File: config.mk
export PLATFORM = sky130hd
export DESIGN_NAME = systolic_skew_feeder_flat
export DESIGN_NICKNAME = d
export VERILOG_FILES = /design/src/rtl/systolic_skew_feeder_pkg.sv /design/src/rtl/systolic_skew_feeder_if.sv /design/src/rtl/systolic_skew_feeder_skew.sv /design/src/rtl/systolic_skew_feeder.sv /design/src/flat_wrapper.sv
export SDC_FILE = /design/constraint.sdc
export NUM_CORES = 1
export LEC_CHECK = 0
export CAP_MARGIN = 25
export CORE_MARGIN = 2
export CORE_UTILIZATION = 45
export DETAILED_ROUTE_END_ITERATION = 10
export GPL_TIMING_DRIVEN = 0
export PLACE_DENSITY = 0.77
export SYNTH_ARGS = -nofsm -noshare
export SYNTH_HDL_FRONTEND = slang
export SYNTH_SLANG_ARGS = --single-unit
File: constraint.sdc
create_clock -name clk -period 2.3 [get_ports clk]
set_clock_uncertainty 0.15 [all_clocks]
set_input_delay 0.575 -clock clk [delete_from_list [all_inputs] [get_ports clk]]
set_output_delay 0.575 -clock clk [all_outputs]
set_load 0.005 [all_outputs]
File: src/rtl/systolic_skew_feeder_pkg.sv
// Constants and types shared by the systolic array and its skew feeder.
package systolic_pkg;

  localparam int SIZE         = 8;
  localparam int DATA_WIDTH   = 8;
  // SIZE products of two DATA_WIDTH operands fit without overflow.
  localparam int RESULT_WIDTH = 2 * DATA_WIDTH + $clog2(SIZE);

  typedef enum logic [2:0] {
    ST_IDLE,
    ST_CLEAR,
    ST_FEED,
    ST_FLUSH,
    ST_DONE
  } feeder_state_t;

  typedef logic [SIZE-1:0][DATA_WIDTH-1:0] lane_vec_t;

endpackage

File: src/rtl/systolic_skew_feeder_if.sv
// Operand/control bundle between the upstream producer, the skew feeder and the array.
interface systolic_skew_feeder_if
  import systolic_pkg::*;
();

  logic      start;
  logic      in_valid;
  logic      in_ready;
  lane_vec_t in_a_col;
  lane_vec_t in_x_row;
  logic      acc_clear;
  lane_vec_t row_weights;
  lane_vec_t col_activations;
  logic      busy;
  logic      tile_done;

  modport master (
    output start, in_valid, in_a_col, in_x_row,
    input  in_ready, acc_clear, row_weights, col_activations, busy, tile_done
  );

  modport slave (
    input  start, in_valid, in_a_col, in_x_row,
    output in_ready, acc_clear, row_weights, col_activations, busy, tile_done
  );

endinterface

File: src/rtl/systolic_skew_feeder_skew.sv
// Fixed-depth register delay line; DEPTH=0 degenerates to a wire.
module skew_delay_line #(
  parameter int DEPTH = 0,
  parameter int WIDTH = 8
) (
  input  logic             clk,
  input  logic             rst_n,
  input  logic [WIDTH-1:0] d_i,
  output logic [WIDTH-1:0] q_o
);

  if (DEPTH == 0) begin : g_pass
    logic unused_clk_rst;
    assign unused_clk_rst = clk ^ rst_n;
    assign q_o = d_i;
  end else begin : g_pipe
    logic [DEPTH-1:0][WIDTH-1:0] stage_q;

    always_ff @(posedge clk or negedge rst_n) begin
      if (!rst_n) begin
        stage_q <= '0;
      end else begin
        stage_q[0] <= d_i;
        for (int s = 1; s < DEPTH; s++) begin
          stage_q[s] <= stage_q[s-1];
        end
      end
    end

    assign q_o = stage_q[DEPTH-1];
  end

endmodule

File: src/rtl/systolic_skew_feeder.sv
// Feeds one operand tile into the systolic array with a per-lane diagonal stagger,
// then flushes, waits for the array to drain and pulses tile_done.
module systolic_skew_feeder
  import systolic_pkg::*;
#(
  parameter int DRAIN_CYCLES = 2 * SIZE
) (
  input logic                  clk,
  input logic                  rst_n,
  systolic_skew_feeder_if.slave bus
);

  // FLUSH must cover the skew of the last beat plus the array drain time.
  localparam int FLUSH_LAST = SIZE - 1 + DRAIN_CYCLES;
  localparam int CNT_W      = $clog2(FLUSH_LAST + 1);

  feeder_state_t    state_q;
  logic [CNT_W-1:0] cnt_q;
  logic             in_ready_q;
  logic             acc_clear_q;
  logic             busy_q;
  logic             tile_done_q;
  logic             handshake;

  lane_vec_t a_in_d, a_in_q;
  lane_vec_t x_in_d, x_in_q;
  lane_vec_t a_skew, x_skew;

  assign handshake = bus.in_valid && in_ready_q;

  always_ff @(posedge clk or negedge rst_n) begin
    if (!rst_n) begin
      state_q     <= ST_IDLE;
      cnt_q       <= '0;
      in_ready_q  <= 1'b0;
      acc_clear_q <= 1'b0;
      busy_q      <= 1'b0;
      tile_done_q <= 1'b0;
    end else begin
      acc_clear_q <= 1'b0;
      tile_done_q <= 1'b0;
      unique case (state_q)
        ST_IDLE: begin
          if (bus.start) begin
            state_q     <= ST_CLEAR;
            acc_clear_q <= 1'b1;
            busy_q      <= 1'b1;
            cnt_q       <= '0;
          end
        end
        ST_CLEAR: begin
          state_q    <= ST_FEED;
          in_ready_q <= 1'b1;
        end
        ST_FEED: begin
          if (handshake) begin
            if (cnt_q == CNT_W'(SIZE - 1)) begin
              state_q    <= ST_FLUSH;
              in_ready_q <= 1'b0;
              cnt_q      <= '0;
            end else begin
              cnt_q <= cnt_q + CNT_W'(1);
            end
          end
        end
        ST_FLUSH: begin
          if (cnt_q == CNT_W'(FLUSH_LAST)) begin
            state_q     <= ST_DONE;
            tile_done_q <= 1'b1;
            cnt_q       <= '0;
          end else begin
            cnt_q <= cnt_q + CNT_W'(1);
          end
        end
        ST_DONE: begin
          state_q <= ST_IDLE;
          busy_q  <= 1'b0;
        end
        default: begin
          state_q    <= ST_IDLE;
          in_ready_q <= 1'b0;
          busy_q     <= 1'b0;
          cnt_q      <= '0;
        end
      endcase
    end
  end

  // Bubbles and every non-FEED cycle load zeros, which the array accumulates harmlessly.
  assign a_in_d = handshake ? bus.in_a_col : '0;
  assign x_in_d = handshake ? bus.in_x_row : '0;

  always_ff @(posedge clk or negedge rst_n) begin
    if (!rst_n) begin
      a_in_q <= '0;
      x_in_q <= '0;
    end else begin
      a_in_q <= a_in_d;
      x_in_q <= x_in_d;
    end
  end

  for (genvar p = 0; p < SIZE; p++) begin : g_lane
    skew_delay_line #(
      .DEPTH (p),
      .WIDTH (DATA_WIDTH)
    ) u_a_skew (
      .clk   (clk),
      .rst_n (rst_n),
      .d_i   (a_in_q[p]),
      .q_o   (a_skew[p])
    );

    skew_delay_line #(
      .DEPTH (p),
      .WIDTH (DATA_WIDTH)
    ) u_x_skew (
      .clk   (clk),
      .rst_n (rst_n),
      .d_i   (x_in_q[p]),
      .q_o   (x_skew[p])
    );
  end

  assign bus.in_ready        = in_ready_q;
  assign bus.acc_clear       = acc_clear_q;
  assign bus.busy            = busy_q;
  assign bus.tile_done       = tile_done_q;
  assign bus.row_weights     = a_skew;
  assign bus.col_activations = x_skew;

endmodule

File: src/flat_wrapper.sv
// flat-port wrapper written by rule: the top's interface ports become plain ports
module systolic_skew_feeder_flat import systolic_pkg::*;
#(
  parameter int DRAIN_CYCLES = 2 * SIZE
)
  (clk, rst_n, bus_start, bus_in_valid, bus_in_a_col, bus_in_x_row, bus_in_ready, bus_acc_clear, bus_row_weights, bus_col_activations, bus_busy, bus_tile_done);
  systolic_skew_feeder_if bus_i ();
  input logic clk;
  input logic rst_n;
  input wire logic [$bits(bus_i.start)-1:0] bus_start;
  input wire logic [$bits(bus_i.in_valid)-1:0] bus_in_valid;
  input wire logic [$bits(bus_i.in_a_col)-1:0] bus_in_a_col;
  input wire logic [$bits(bus_i.in_x_row)-1:0] bus_in_x_row;
  output wire logic [$bits(bus_i.in_ready)-1:0] bus_in_ready;
  output wire logic [$bits(bus_i.acc_clear)-1:0] bus_acc_clear;
  output wire logic [$bits(bus_i.row_weights)-1:0] bus_row_weights;
  output wire logic [$bits(bus_i.col_activations)-1:0] bus_col_activations;
  output wire logic [$bits(bus_i.busy)-1:0] bus_busy;
  output wire logic [$bits(bus_i.tile_done)-1:0] bus_tile_done;
  assign bus_i.start = bus_start;
  assign bus_i.in_valid = bus_in_valid;
  assign bus_i.in_a_col = bus_in_a_col;
  assign bus_i.in_x_row = bus_in_x_row;
  assign bus_in_ready = bus_i.in_ready;
  assign bus_acc_clear = bus_i.acc_clear;
  assign bus_row_weights = bus_i.row_weights;
  assign bus_col_activations = bus_i.col_activations;
  assign bus_busy = bus_i.busy;
  assign bus_tile_done = bus_i.tile_done;
  systolic_skew_feeder #(.DRAIN_CYCLES(DRAIN_CYCLES)) u_core (.clk(clk), .rst_n(rst_n), .bus(bus_i));
endmodule
# Word level (Yosys, flattened, before mapping)
# Index checks and enable logic that the tools add are counted.
# word_totals
output_inout_bits	132
word_cells	122
register_bits	588
# classes
n_mux	21
addsub	1
n_bitwise	3
n_eq_ne	10
n_reduce_logical	9
# op_table
cell	n
2-to-1 mux 64 bit	2
2-to-1 mux 5 bit	4
one-hot mux 5 bit (4 select lines)	1
2-to-1 mux 3 bit	4
one-hot mux 3 bit (4 select lines)	1
2-to-1 mux 1 bit	7
== test 3 x 2 -> 1 bit, second input constant	2
inequality test 2 x 1 -> 1 bit, second input constant	3
AND reduction 3 bit	2
OR reduction 3 bit	2
adder 5 x 1 -> 5 bit, second input constant	1
== test 5 x 3 -> 1 bit, second input constant	1
== test 5 bit, second input constant	1
AND reduction 4 bit	1
== test 3 x 1 -> 1 bit, second input constant	1
== test 3 bit, second input constant	1
zero test 3 bit	1
NOT 1 bit	3
one-hot mux 1 bit (3 select lines)	1
inequality test 2 bit, second input constant	1
one-hot mux 1 bit (2 select lines)	1
AND reduction 2 bit	1
OR reduction 2 bit	1
logical AND 1 bit	1

# Longest topological paths before layout
# depth
depth_word	4
depth_mapped	5

# Modules after synthesis
# Synthesis repeated with hierarchy kept, for this count alone.
# hier_totals
cells_unflattened	908
area_unflattened_um2	16814.9
# by_module_without_submodules
mod	instances	area_each_um2	seq_area_each_um2	cells_each
systolic_skew_feeder	1	4763.3	3503.4	348
skew_delay_line at u_core.g_lane[7].u_a_skew ...	2	1461.4	1401.3	64
skew_delay_line at u_core.g_lane[6].u_a_skew ...	2	1261.2	1201.2	56
skew_delay_line at u_core.g_lane[5].u_a_skew ...	2	1061.0	1001.0	48
skew_delay_line at u_core.g_lane[4].u_a_skew ...	2	860.8	800.8	40
skew_delay_line at u_core.g_lane[3].u_a_skew ...	2	660.6	600.6	32
skew_delay_line at u_core.g_lane[2].u_a_skew ...	2	460.4	400.4	24
skew_delay_line at u_core.g_lane[1].u_a_skew ...	2	200.2	200.2	8
skew_delay_line at u_core.g_lane[0].u_a_skew ...	2	60.1	0.0	8

# Worst setup path after synthesis
# Ideal clock, no wire load.
# synth_path
path_kind	flip-flop to flip-flop
startpoint	reg u_core.cnt_q[0]
endpoint	reg u_core.cnt_q[3]
setup_time_ns	0.092
path_slack_ns	0.523
t_arrival_ns	1.535
period_less_slack_ns	1.777
path_buffers	0
required_ns	2.058
stages_incl_launch_ff	6
cell_sequence	dfrtp_1 > ha_1 > and3b_1 > a21oi_2 > or3b_4 > o31ai_2
# synth_between
elab_chain_len	4
elab_cells_between_ends	7
cone_classes	add/sub: 1; eq/ne: 2; mux: 4
# synth_lines
element	line_no	text
start, declared	systolic_skew_feeder.sv:18	logic [CNT_W-1:0] cnt_q;
start signal, assigned	systolic_skew_feeder.sv:62	cnt_q <= cnt_q + CNT_W'(1);
start signal, assigned	systolic_skew_feeder.sv:72	cnt_q <= cnt_q + CNT_W'(1);
adder 5 x 1 -> 5 bit / == test 5 x 3 -> 1 bit (equally long branches)	systolic_skew_feeder.sv:62, systolic_skew_feeder.sv:72, systolic_skew_feeder.sv:57	
2-to-1 mux 5 bit	systolic_skew_feeder.sv:57	if (cnt_q == CNT_W'(SIZE - 1)) begin
2-to-1 mux 5 bit	systolic_skew_feeder.sv:56	if (handshake) begin
one-hot mux 5 bit (4 select lines) (*)	systolic_skew_feeder.sv:42	unique case (state_q)
# Mark *: on every way between the ends. The rest lies on a longest branch, timed or not. The select of a mux whose other input is x is not followed.
# A chain may end at the register's enable or synchronous reset.

# Final worst setup path
# layout_path
startpoint	reg u_core.g_lane[4].u_a_skew.g_pipe.stage_q (netlist bit u_core.g_lane[4].u_a_skew.q_o[7])
endpoint	out bus_row_weights[39]
# layout_rtl
element	line_no	text
start, declared	systolic_skew_feeder_skew.sv:17	logic [DEPTH-1:0][WIDTH-1:0] stage_q;
start signal, assigned by index	systolic_skew_feeder_skew.sv:25	stage_q[s] <= stage_q[s-1];
end, declared	flat_wrapper.sv:16	output wire logic [$bits(bus_i.row_weights)-1:0] bus_row_weights;
# No word-level cell between the ends.

==> impl_metrics.env <==
export IMPL_outcome="complete, but fails checks"
export IMPL_violations="hold timing"
export IMPL_synthTopCellsByCount="dfrtp_1 (588), and3_1 (129), buf_4 (104), clkbuf_1 (27), o21ai_0 (7)"
export IMPL_async_flop_share=1.000
export IMPL_syn_num_nets=1028
export IMPL_grt_pass1_wl_um=46350
export IMPL_slowest_delay_ps=440
export IMPL_finalPower_mw=24.01
export IMPL_dp_slack_ps=-641.8
export IMPL_rows=70
export IMPL_grt_usage=0.1606
export IMPL_synthFlopType="dfrtp_1"
export IMPL_final_seq_area_sq_mm=0.01471
export IMPL_worst_path_stages=2
export IMPL_crit_type="reg2out"
export IMPL_antenna_found_initial=2
export IMPL_clock_latency_ps=580
export IMPL_grt_overflow=0
export IMPL_portBuffers=263
export IMPL_multi_input_area_sq_mm=0.001097
export IMPL_critPathTopFamily="buffers and inverters"
export IMPL_drtAntennaViolNets=0
export IMPL_fin_crit_ps=2241
export IMPL_crit_start="u_core.g_lane[4].u_a_skew.q_o[7]"
export IMPL_hold_class="in2async"
export IMPL_whs_ps=-240.6
export IMPL_grt_pass1_vias=8317
export IMPL_cp_start_kind="flip-flop"
export IMPL_drt_iter0_drc=250
export IMPL_final_period_utilization=0.9743
export IMPL_postSynthCellCount=895
export IMPL_worst_path_max_delay_cell="clkdlybuf4s50_1"
export IMPL_drv_cap=0
export IMPL_io_pins=264
export IMPL_tightestPinTransition_ps=625.5
export IMPL_fill_cells=2612
export IMPL_drc=0
export IMPL_crit_path_end="bus_row_weights[39]"
export IMPL_area_growth_pct=31.44
export IMPL_drive_above_1_share=0.1663
export IMPL_r2r_start="u_core.bus.in_ready"
export IMPL_mappedNetlistArea_sq_mm=0.01672
export IMPL_seq_area_frac_synth=0.8800
export IMPL_yosysMostFrequentCell="dfrtp_1"
export IMPL_hold_viol=104
export IMPL_dp_hpwl_um=19220
export IMPL_cp_end_kind="output pin"
export IMPL_cts_buffers_inserted=54
export IMPL_clockBufferDepth=3
export IMPL_grt_max_degree=137
export IMPL_p_per_area_mw_per_mm2=1093
export IMPL_drv_slew=0
export IMPL_wirelength_um=29960
export IMPL_vias_per_cell=4.403
export IMPL_cp_cell_sequence="buf_4, clkdlybuf4s50_1"
export IMPL_ys_types=32
export IMPL_ctsHtreeMaxLevel=2
export IMPL_yosysWarningCount=0
export IMPL_root_buffer="clkbuf_16"
export IMPL_avgSynthCellArea_sq_um=18.68
export IMPL_clock_sinks=588
export IMPL_num_vias=7626
export IMPL_reg2reg_depth=5
export IMPL_fin_cells=1732
export IMPL_synth_seq_cells=588
export IMPL_dieArea_sq_mm=0.03871
export IMPL_finalSetupViolCount=0
export IMPL_fin_ws_ps=59.13
export IMPL_worstPathArrival_ps=1520
export IMPL_max_slew_margin_rel=0.5830
export IMPL_crit_fanout=1
export IMPL_die_h_um=196.8
export IMPL_synth_top_cell_area_share=0.8800
export IMPL_firstDrtPassIters=5
export IMPL_worst_path_buf_inv=2
export IMPL_reg2reg_slack_ps=390
export IMPL_r2r_end="u_core.a_in_q[36]"
export IMPL_path_clk_slew_ps=60
export IMPL_max_freq_ghz=0.4463
export IMPL_cp_required_ps=1570
export IMPL_cts_tree="yes"
export IMPL_ys_top_cells_by_area="dfrtp_1 (88%), and3_1 (4.8%), buf_4 (4.7%)"
export IMPL_wire_per_inst_um=17.30
export IMPL_synth_edf_count=0
export IMPL_finish_utilization=0.6003
export IMPL_gp_congestion=0.7809
export IMPL_synth_top_cell_by_area="dfrtp_1"
export IMPL_irDropWorstVdd_uv=700.0
export IMPL_coreArea_sq_mm=0.03661
export IMPL_initial_core_util=0.4567
export IMPL_die_w_um=196.8
export IMPL_nNetsFinal=1355
export IMPL_leakage_nw=11.65
export IMPL_dp_cells=1632
layout by cell type, fill, tap and decap left out, types with 2 or more instances in the layout:
master | synthesis | layout
clkinv_2 | 0 | 8
clkbuf_1 | 27 | 34
nor2_1 | 2 | 2
inv_6 | 0 | 3
buf_8 | 0 | 2
and3_1 | 129 | 129
clkinvlp_4 | 0 | 3
buf_4 | 104 | 105
clkbuf_8 | 0 | 13
clkbuf_16 | 0 | 55
dlymetal6s2s_1 | 0 | 14
dlygate4sd2_1 | 0 | 18
nand2b_1 | 4 | 4
nand3_1 | 2 | 2
inv_1 | 3 | 3
and2b_1 | 2 | 2
dfrtp_1 | 588 | 588
o21ai_0 | 7 | 7
clkdlybuf4s50_1 | 0 | 230
o31ai_1 | 4 | 4
clkinv_4 | 0 | 2
buf_16 | 0 | 4
nor3b_1 | 2 | 2
bufinv_16 | 0 | 5
o21ai_1 | 2 | 2
registers in the layout, indices dropped and copies added (netlist names):
register,count
u_core.bus.busy,1
u_core.g_lane.u_x_skew.g_pipe.stage_q,168
u_core.g_lane.u_a_skew.g_pipe.stage_q,168
u_core.a_in_q,64
u_core.x_in_q,64
u_core.bus.acc_clear,1
u_core.bus.in_ready,1
u_core.g_lane.u_a_skew.q_o,56
u_core.state_q,3
u_core.g_lane.u_x_skew.q_o,56
u_core.cnt_q,5
u_core.bus.tile_done,1
per-stage QoR:
step	hold WS, ps	setup TNS [ps]	area [sq um]
2_1_floorplan	129.4	0	16720
3_3_place_gp	181.0	-	19940
3_5_place_dp	184.7	-116130	20080
4_1_cts	-227.9	0	21910
5_1_grt	-195.7	-10.63	21980
6_report	-240.6	0	21980
per-layer routing:
metal  part of all wire  track usage  up-vias
li1                   -            -     3433
met1               0.40       0.1993     3897
met2               0.52       0.2700      218
met3              0.054      0.03970       76
met4              0.032      0.07073        2
met5            0.00040            0        -
worst min-delay path by stage:
stage,end,slack (ps)
2_1_floorplan,u_core.a_in_q[0],130
3_3_place_gp,u_core.g_lane[4].u_x_skew.g_pipe.stage_q[23],180
3_5_place_dp,u_core.g_lane[2].u_a_skew.q_o[2],180
4_1_cts,u_core.a_in_q[18],-230
5_1_grt,u_core.g_lane[4].u_x_skew.g_pipe.stage_q[13],-200
6_report,u_core.x_in_q[38],-240
logic make-up after synthesis:
kind of cell / count (synthesis) / synth area share
xor gates and xnor gates: 1 / 0.0005239
DFF: 588 / 0.8800
adders and majority gates: 1 / 0.0007482
AOI/OAI and AO/OA: 20 / 0.008232
and+or+nand+nor: 149 / 0.05612
buffers and inverters: 136 / 0.05433
what timing repair did:
action | 4_1_cts | 5_1_grt
buffers inserted | 1 | 0
endpoints found under the setup margin | 90 | 135
endpoints found under the hold margin | 104 | 104
pin swaps | 0 | 0
gates cloned | 0 | 1
resized for setup | 19 | 14
final cells by class:
| class | instances | share of cell area |
|---|---|---|
| flip-flops and latches | 588 | 0.6696 |
| repair buffers | 271 | 0.1287 |
| clock buffers | 74 | 0.07083 |
| multi-input cells | 171 | 0.04993 |
| plain buffers | 133 | 0.04082 |
| well taps | 468 | 0.02665 |
| clock inverters | 23 | 0.01292 |
| inverters | 3 | 0.0005124 |
| diodes | 1 | 0.0001139 |
worst reg2reg max path: cells and delay by family (launching register included):
family	cells	cell delay [ps]
flip-flops	1	370
AND/OR/NAND/NOR	1	320
buffers and inverters	4	990
report_power, final:
group	total [mW]	leakage [nW]	switching (mW)	internal, mW
Sequential	12.4	7.93	0.509	11.9
Clock	9.04	0.904	3.72	5.32
Combinational	2.57	2.81	1.12	1.44
Total	24.0	11.6	5.36	18.7
No activity file was read; power rests on OpenSTA's default activity.
